[config.mk]
export PLATFORM = sky130hd
export DESIGN_NAME = seq_det_scheduler
export DESIGN_NICKNAME = d
export VERILOG_FILES = /design/src/rtl/seq_det_scheduler.sv
export SDC_FILE = /design/constraint.sdc
export NUM_CORES = 1
export LEC_CHECK = 0
export ABC_AREA = 1
export BUFFER_PORTS_ARGS = -buffer_cell sky130_fd_sc_hd__buf_2
export CAP_MARGIN = 20
export CELL_PAD_IN_SITES_DETAIL_PLACEMENT = 1
export CELL_PAD_IN_SITES_GLOBAL_PLACEMENT = 1
export CORE_ASPECT_RATIO = 1.2
export CORE_MARGIN = 5
export CORE_UTILIZATION = 43
export CTS_BUF_LIST = sky130_fd_sc_hd__clkbuf_4
export CTS_CLUSTER_SIZE = 40
export DETAILED_ROUTE_END_ITERATION = 8
export GPL_ROUTABILITY_DRIVEN = 0
export PLACE_DENSITY = 0.9
export SYNTH_ARGS = -nofsm -noshare
export SYNTH_HDL_FRONTEND = slang
export SYNTH_SLANG_ARGS = --single-unit
export TNS_END_PERCENT = 30
[constraint.sdc]
create_clock -name i_clk -period 2.1 [get_ports i_clk]
set_input_delay 0.21 -clock i_clk [delete_from_list [all_inputs] [get_ports i_clk]]
set_output_delay 0.21 -clock i_clk [all_outputs]
set_load 0.1 [all_outputs]
[src/rtl/seq_det_scheduler.sv]
// ---------------------------------------------------------------------------
// seq_det_scheduler
// Shares one external serial 1101 detector between two word-wide requesters.
// A word is accepted from requester A or B by round-robin arbitration. The
// detector is then cleared, the word is shifted into it MSB first, and the
// detector hits are counted. The count is returned with the requester id as
// a one-cycle done pulse.
//
// state  | meaning
// -------+-----------------------------------------------------------------
// IDLE   | waiting for a request; grants combinationally when one is seen
// CLEAR  | one cycle with det_clr high; the match count and bit count reset
// SHIFT  | WORD_W cycles, one bit per cycle on det_i, det_o sampled each cycle
// REPORT | one cycle with done high; the priority pointer moves past this id
//
// Ports
//   i_clk         system clock, rising edge
//   i_rst         asynchronous reset, active high
//   i_req[1:0]    request lines, [0]=A, [1]=B
//   i_data_a/b    request words, sampled in the grant cycle
//   o_gnt[1:0]    one-hot accept pulse
//   o_busy        high whenever the FSM is not in IDLE
//   o_det_clr     detector clear, high only in CLEAR
//   o_det_i       serial bit to the detector
//   i_det_o       detector Mealy output
//   o_done        one-cycle result-valid pulse
//   o_done_id     id of the last completed word (0=A, 1=B)
//   o_match_cnt   saturating hit count, held until the next CLEAR
// ---------------------------------------------------------------------------
module seq_det_scheduler #(
   parameter int WORD_W = 8,
   parameter int CNT_W  = 4
) (
   input  logic              i_clk,
   input  logic              i_rst,
   input  logic [1:0]        i_req,
   input  logic [WORD_W-1:0] i_data_a,
   input  logic [WORD_W-1:0] i_data_b,
   output logic [1:0]        o_gnt,
   output logic              o_busy,
   output logic              o_det_clr,
   output logic              o_det_i,
   input  logic              i_det_o,
   output logic              o_done,
   output logic              o_done_id,
   output logic [CNT_W-1:0]  o_match_cnt
);

   localparam int BIT_W = (WORD_W > 2) ? $clog2(WORD_W) : 1;
   localparam logic [BIT_W-1:0] LAST_BIT = BIT_W'(WORD_W - 1);
   localparam logic [CNT_W-1:0] CNT_MAX  = '1;

   typedef enum logic [1:0] {
      IDLE   = 2'd0,
      CLEAR  = 2'd1,
      SHIFT  = 2'd2,
      REPORT = 2'd3
   } state_t;

   state_t             r_state;
   logic [WORD_W-1:0]  r_shift;
   logic [BIT_W-1:0]   r_bit;
   logic               r_id;
   logic               r_ptr;
   logic               r_det_clr;
   logic               r_det_i;
   logic               r_done;
   logic               r_done_id;
   logic [CNT_W-1:0]   r_match_cnt;
   logic [1:0]         w_gnt;

   // The grant is an accept pulse in the IDLE cycle itself, so it is decoded
   // from the state flop and the live request lines. It is forced low while
   // reset is asserted so that every output reads 0 during reset.
   always_comb begin
      w_gnt = 2'b00;
      if (r_state == IDLE && !i_rst) begin
         case (i_req)
            2'b01:   w_gnt = 2'b01;
            2'b10:   w_gnt = 2'b10;
            2'b11:   w_gnt = r_ptr ? 2'b10 : 2'b01;
            default: w_gnt = 2'b00;
         endcase
      end
   end

   always_ff @(posedge i_clk or posedge i_rst) begin
      if (i_rst) begin
         r_state     <= IDLE;
         r_shift     <= '0;
         r_bit       <= '0;
         r_id        <= 1'b0;
         r_ptr       <= 1'b0;
         r_det_clr   <= 1'b0;
         r_det_i     <= 1'b0;
         r_done      <= 1'b0;
         r_done_id   <= 1'b0;
         r_match_cnt <= '0;
      end else begin
         r_det_clr <= 1'b0;
         r_done    <= 1'b0;
         case (r_state)
            IDLE: begin
               if (w_gnt != 2'b00) begin
                  r_id      <= w_gnt[1];
                  r_shift   <= w_gnt[1] ? i_data_b : i_data_a;
                  r_det_clr <= 1'b1;
                  r_state   <= CLEAR;
               end
            end
            CLEAR: begin
               // det_i is a flop; the MSB is staged here so it is on the
               // wire during the first SHIFT cycle.
               r_match_cnt <= '0;
               r_bit       <= '0;
               r_det_i     <= r_shift[WORD_W-1];
               r_shift     <= r_shift << 1;
               r_state     <= SHIFT;
            end
            SHIFT: begin
               if (i_det_o && (r_match_cnt != CNT_MAX)) begin
                  r_match_cnt <= r_match_cnt + 1'b1;
               end
               if (r_bit == LAST_BIT) begin
                  r_det_i   <= 1'b0;
                  r_done    <= 1'b1;
                  r_done_id <= r_id;
                  r_state   <= REPORT;
               end else begin
                  r_det_i <= r_shift[WORD_W-1];
                  r_shift <= r_shift << 1;
                  r_bit   <= r_bit + 1'b1;
               end
            end
            REPORT: begin
               r_ptr   <= ~r_id;
               r_state <= IDLE;
            end
            default: begin
               r_state <= IDLE;
            end
         endcase
      end
   end

   assign o_gnt       = w_gnt;
   assign o_busy      = (r_state != IDLE);
   assign o_det_clr   = r_det_clr;
   assign o_det_i     = r_det_i;
   assign o_done      = r_done;
   assign o_done_id   = r_done_id;
   assign o_match_cnt = r_match_cnt;

endmodule

==> flow_summary_export.csv <==
group,metric,value,unit
run_status,run_status,"completed",
synth,ys_ff_latch,23,
critical_path,rr_worst_depth,6,
synth,synth_top_area_frac,0.448,
detailed_routing,firstDrtPassIters,4,
placed_design,post-place-cells,214,
detailed_routing,viasPerCell,5.34,
floorplanning,std_cell_rows,21,
synth,yosysSeqAreaShare,0.448,
clock_tree,insertion_delay,0.32,ns
worst_hold_path,min_from,"i_req[0]",
placed_design,dp_hpwl,2840,um
clock_tree,clock_sinks,23,
critical_path,cp_common_cell,"inv_2",
detailed_routing,wirelength,3700,um
synth,syn_area,1280,sq um
synth,synth.area.top_cells,"dfrtp_1 (45%), nand2_1 (12%), ha_1 (8.8%)",
synth,syn_nets,180,
layout,area_growth,24.1,%
clock_tree,cts_buffers,3,
floorplanning,start_util,0.453,
floorplanning,ios,32,
critical_path,ff2ff_setup_slack,0.34,ns
detailed_routing,drcViolationCount,0,
synth,postSynthAreaPerCell,8.57,sq um
global_routing,grt_pass1_wl,6110,um
critical_path,worstPathCellList,"inv_2, ha_2, inv_2, nor2_8, nand2_1, a21oi_4, buf_12",
timing,slew_viol_final,0,
floorplanning,die_x,59.9,um
clock_tree,htreeDepth,1,
timing,rsz0062_at_grt,"true",
flow_run,max_cap_violations,0,
timing,post-route-period-util,0.954,
critical_path,required,1.89,ns
timing,slew-limit-headroom,0.676,
floorplanning,die_area,4190,sq um
synth,synth.largest_area_cell,"dfrtp_1",
pwr,ir_drop,0.966,mV
pwr,total_power,0.00254,W
critical_path,critPathKind,"flop to output pin",
timing,worst_pin_slew,0.485,ns
synth,yosysWarnings,0,
critical_path,end_kind,"output pin",
critical_path,crit_arrival,1.79,ns
timing,fin_ws,0.0969,ns
timing,setup_violations,0,
layout,fin_nets,220,
worst_hold_path,min_delay_path_depth,3,
global_routing,grt_usage,0.190,
layout,mostFrequentLayoutCell,"nand2_1",
timing,fin_worst_skew,0.00185,ns
layout,drive_above_1_share,0.317,
critical_path,slowest_delay,0.46,ns
placed_design,portBuffers,31,
global_routing,grt_pass1_vias,1356,
critical_path,critPathSlowestCell,"dfrtp_1",
layout,multi_input_area,656,sq um
clock_tree,clk_pin_slew,0.12,ns
detailed_routing,dr_total_vias,1191,
critical_path,startpoint_type,"flop",
clock_tree,cts_tree,"built",
synth,synthCells,150,
layout,nFillCells,360,
layout,ff_latch_area,576,sq um
global_routing,antenna_found_initial,0,
pwr,powerDensity,1590,nW/um^2
timing,tns,0,ns
layout,fin_util,0.562,
detailed_routing,wl_per_cell,16.6,um
timing,hold_viol,0,
floorplanning,die_h,69.9,um
worst_hold_path,min_path_type,"input pin to flop",
clock_tree,cts_max_path_buffers,2,
layout,diodes,0,
layout,stdcell_count,223,
clock_tree,cts_root_buf,"clkbuf_4",
global_routing,grt_max_degree,19,
pwr,p_leak,0.867,nW
detailed_routing,ant_nets,0,
critical_path,timing.rr.start,"r_state[1]",
synth,synthDistinctLibCells,23,
critical_path,crit_fanout,10,
timing,layout_min_cycle_time,2.00,ns
layout,layout_common_cells,"nand2_1 (40), buf_2 (29), dfrtp_1 (23)",
timing,fmax,0.499,GHz
detailed_routing,first_iter_violations,37,
critical_path,r2r-end,"r_bit[1]",
global_routing,overflow,0,
worst_hold_path,hold_end,"o_det_clr",
placed_design,post-place-ws,0.338,ns
floorplanning,core,2840,sq um
state kept, by name, summed over array words and instances, names as in the netlist:
signal       cells
r_shift          8
o_match_cnt      4
r_bit            3
r_state          2
o_det_clr        1
o_det_i          1
o_done           1
o_done_id        1
r_id             1
r_ptr            1
cell usage after synthesis:
cell and instances:
nor2_2 1, o21ai_1 3, nand2_4 1, a32o_1 2, o21ai_0 7, buf_2 2, inv_1 11, nand2_2 1
nor2_1 6, a22o_1 1, inv_2 2, inv_6 1, o21ai_2 1, nand4_1 7, nand3_4 1, dfrtp_1 23
or2_2 7, ha_1 9, nand2_1 40, a21oi_1 2, nor2_8 1, nand3_2 1, nand3_1 20
logic make-up (layout without fill, tap and decap cells):
| kind of cell | after synthesis | count (layout) | share of synthesized area |
|---|---|---|---|
| flip-flops | 23 | 23 | 0.448 |
| AO/OA/AOI/OAI | 16 | 16 | 0.0759 |
| buffers and inverters | 16 | 55 | 0.0526 |
| adder cells (fa/ha/maj) | 9 | 9 | 0.0876 |
| AND/OR/NAND/NOR | 86 | 86 | 0.336 |
routing by layer:
metal,track usage,share of wire,vias to the layer above
li1,-,-,578
met1,0.207,0.38,576
met2,0.345,0.55,27
met3,0.0221,0.043,10
met4,0.0936,0.030,0
met5,0,0,-
worst max-delay path by stage:
stage	cells after the start	start	to
2_1_floorplan	6	r_state[0]	o_gnt[0]
3_3_place_gp	7	r_state[0]	o_gnt[1]
3_5_place_dp	9	r_state[0]	r_state[1]
4_1_cts	7	r_state[1]	o_gnt[1]
5_1_grt	7	r_state[0]	o_gnt[0]
6_report	7	r_state[1]	o_gnt[0]
power by group:
| part | internal, W | total, W | switching [W] |
|---|---|---|---|
| clock | 0.0000873 | 0.000222 | 0.000135 |
| combinational | 0.000480 | 0.00159 | 0.00111 |
| sequential | 0.000613 | 0.000726 | 0.000112 |
repair_timing:
action,4_1_cts,5_1_grt
setup endpoints to repair,1,2
buffers inserted,1,3
resized for setup,0,2
hold buffers,1,0
hold endpoints to repair,8,0
per-stage QoR:
stage	hold slack (ns)	cell area, sq um
after floorplan	0.212	1300
after global routing	0.174	1590
after detailed placement	0.251	1520
after global placement	0.229	1520
final	0.176	1590
after CTS	0.170	1570
critical path: cells and delay by family (launching register included):
kind | cells | cell delay [ns]
AO/OA/AOI/OAI | 1 | 0.15
AND/OR/NAND/NOR | 2 | 0.30
adder cells (fa/ha/maj) | 1 | 0.21
buffers and inverters | 3 | 0.37
flip-flops | 1 | 0.46
cell type report:
class	count	share of cell area
flip-flops and latches	23	0.361
multi-input cells	111	0.411
clock buffers	4	0.0188
inverters	14	0.0361
repair buffers	37	0.146
well taps	34	0.0267
Note: power is estimated with default switching activity, not from simulation.
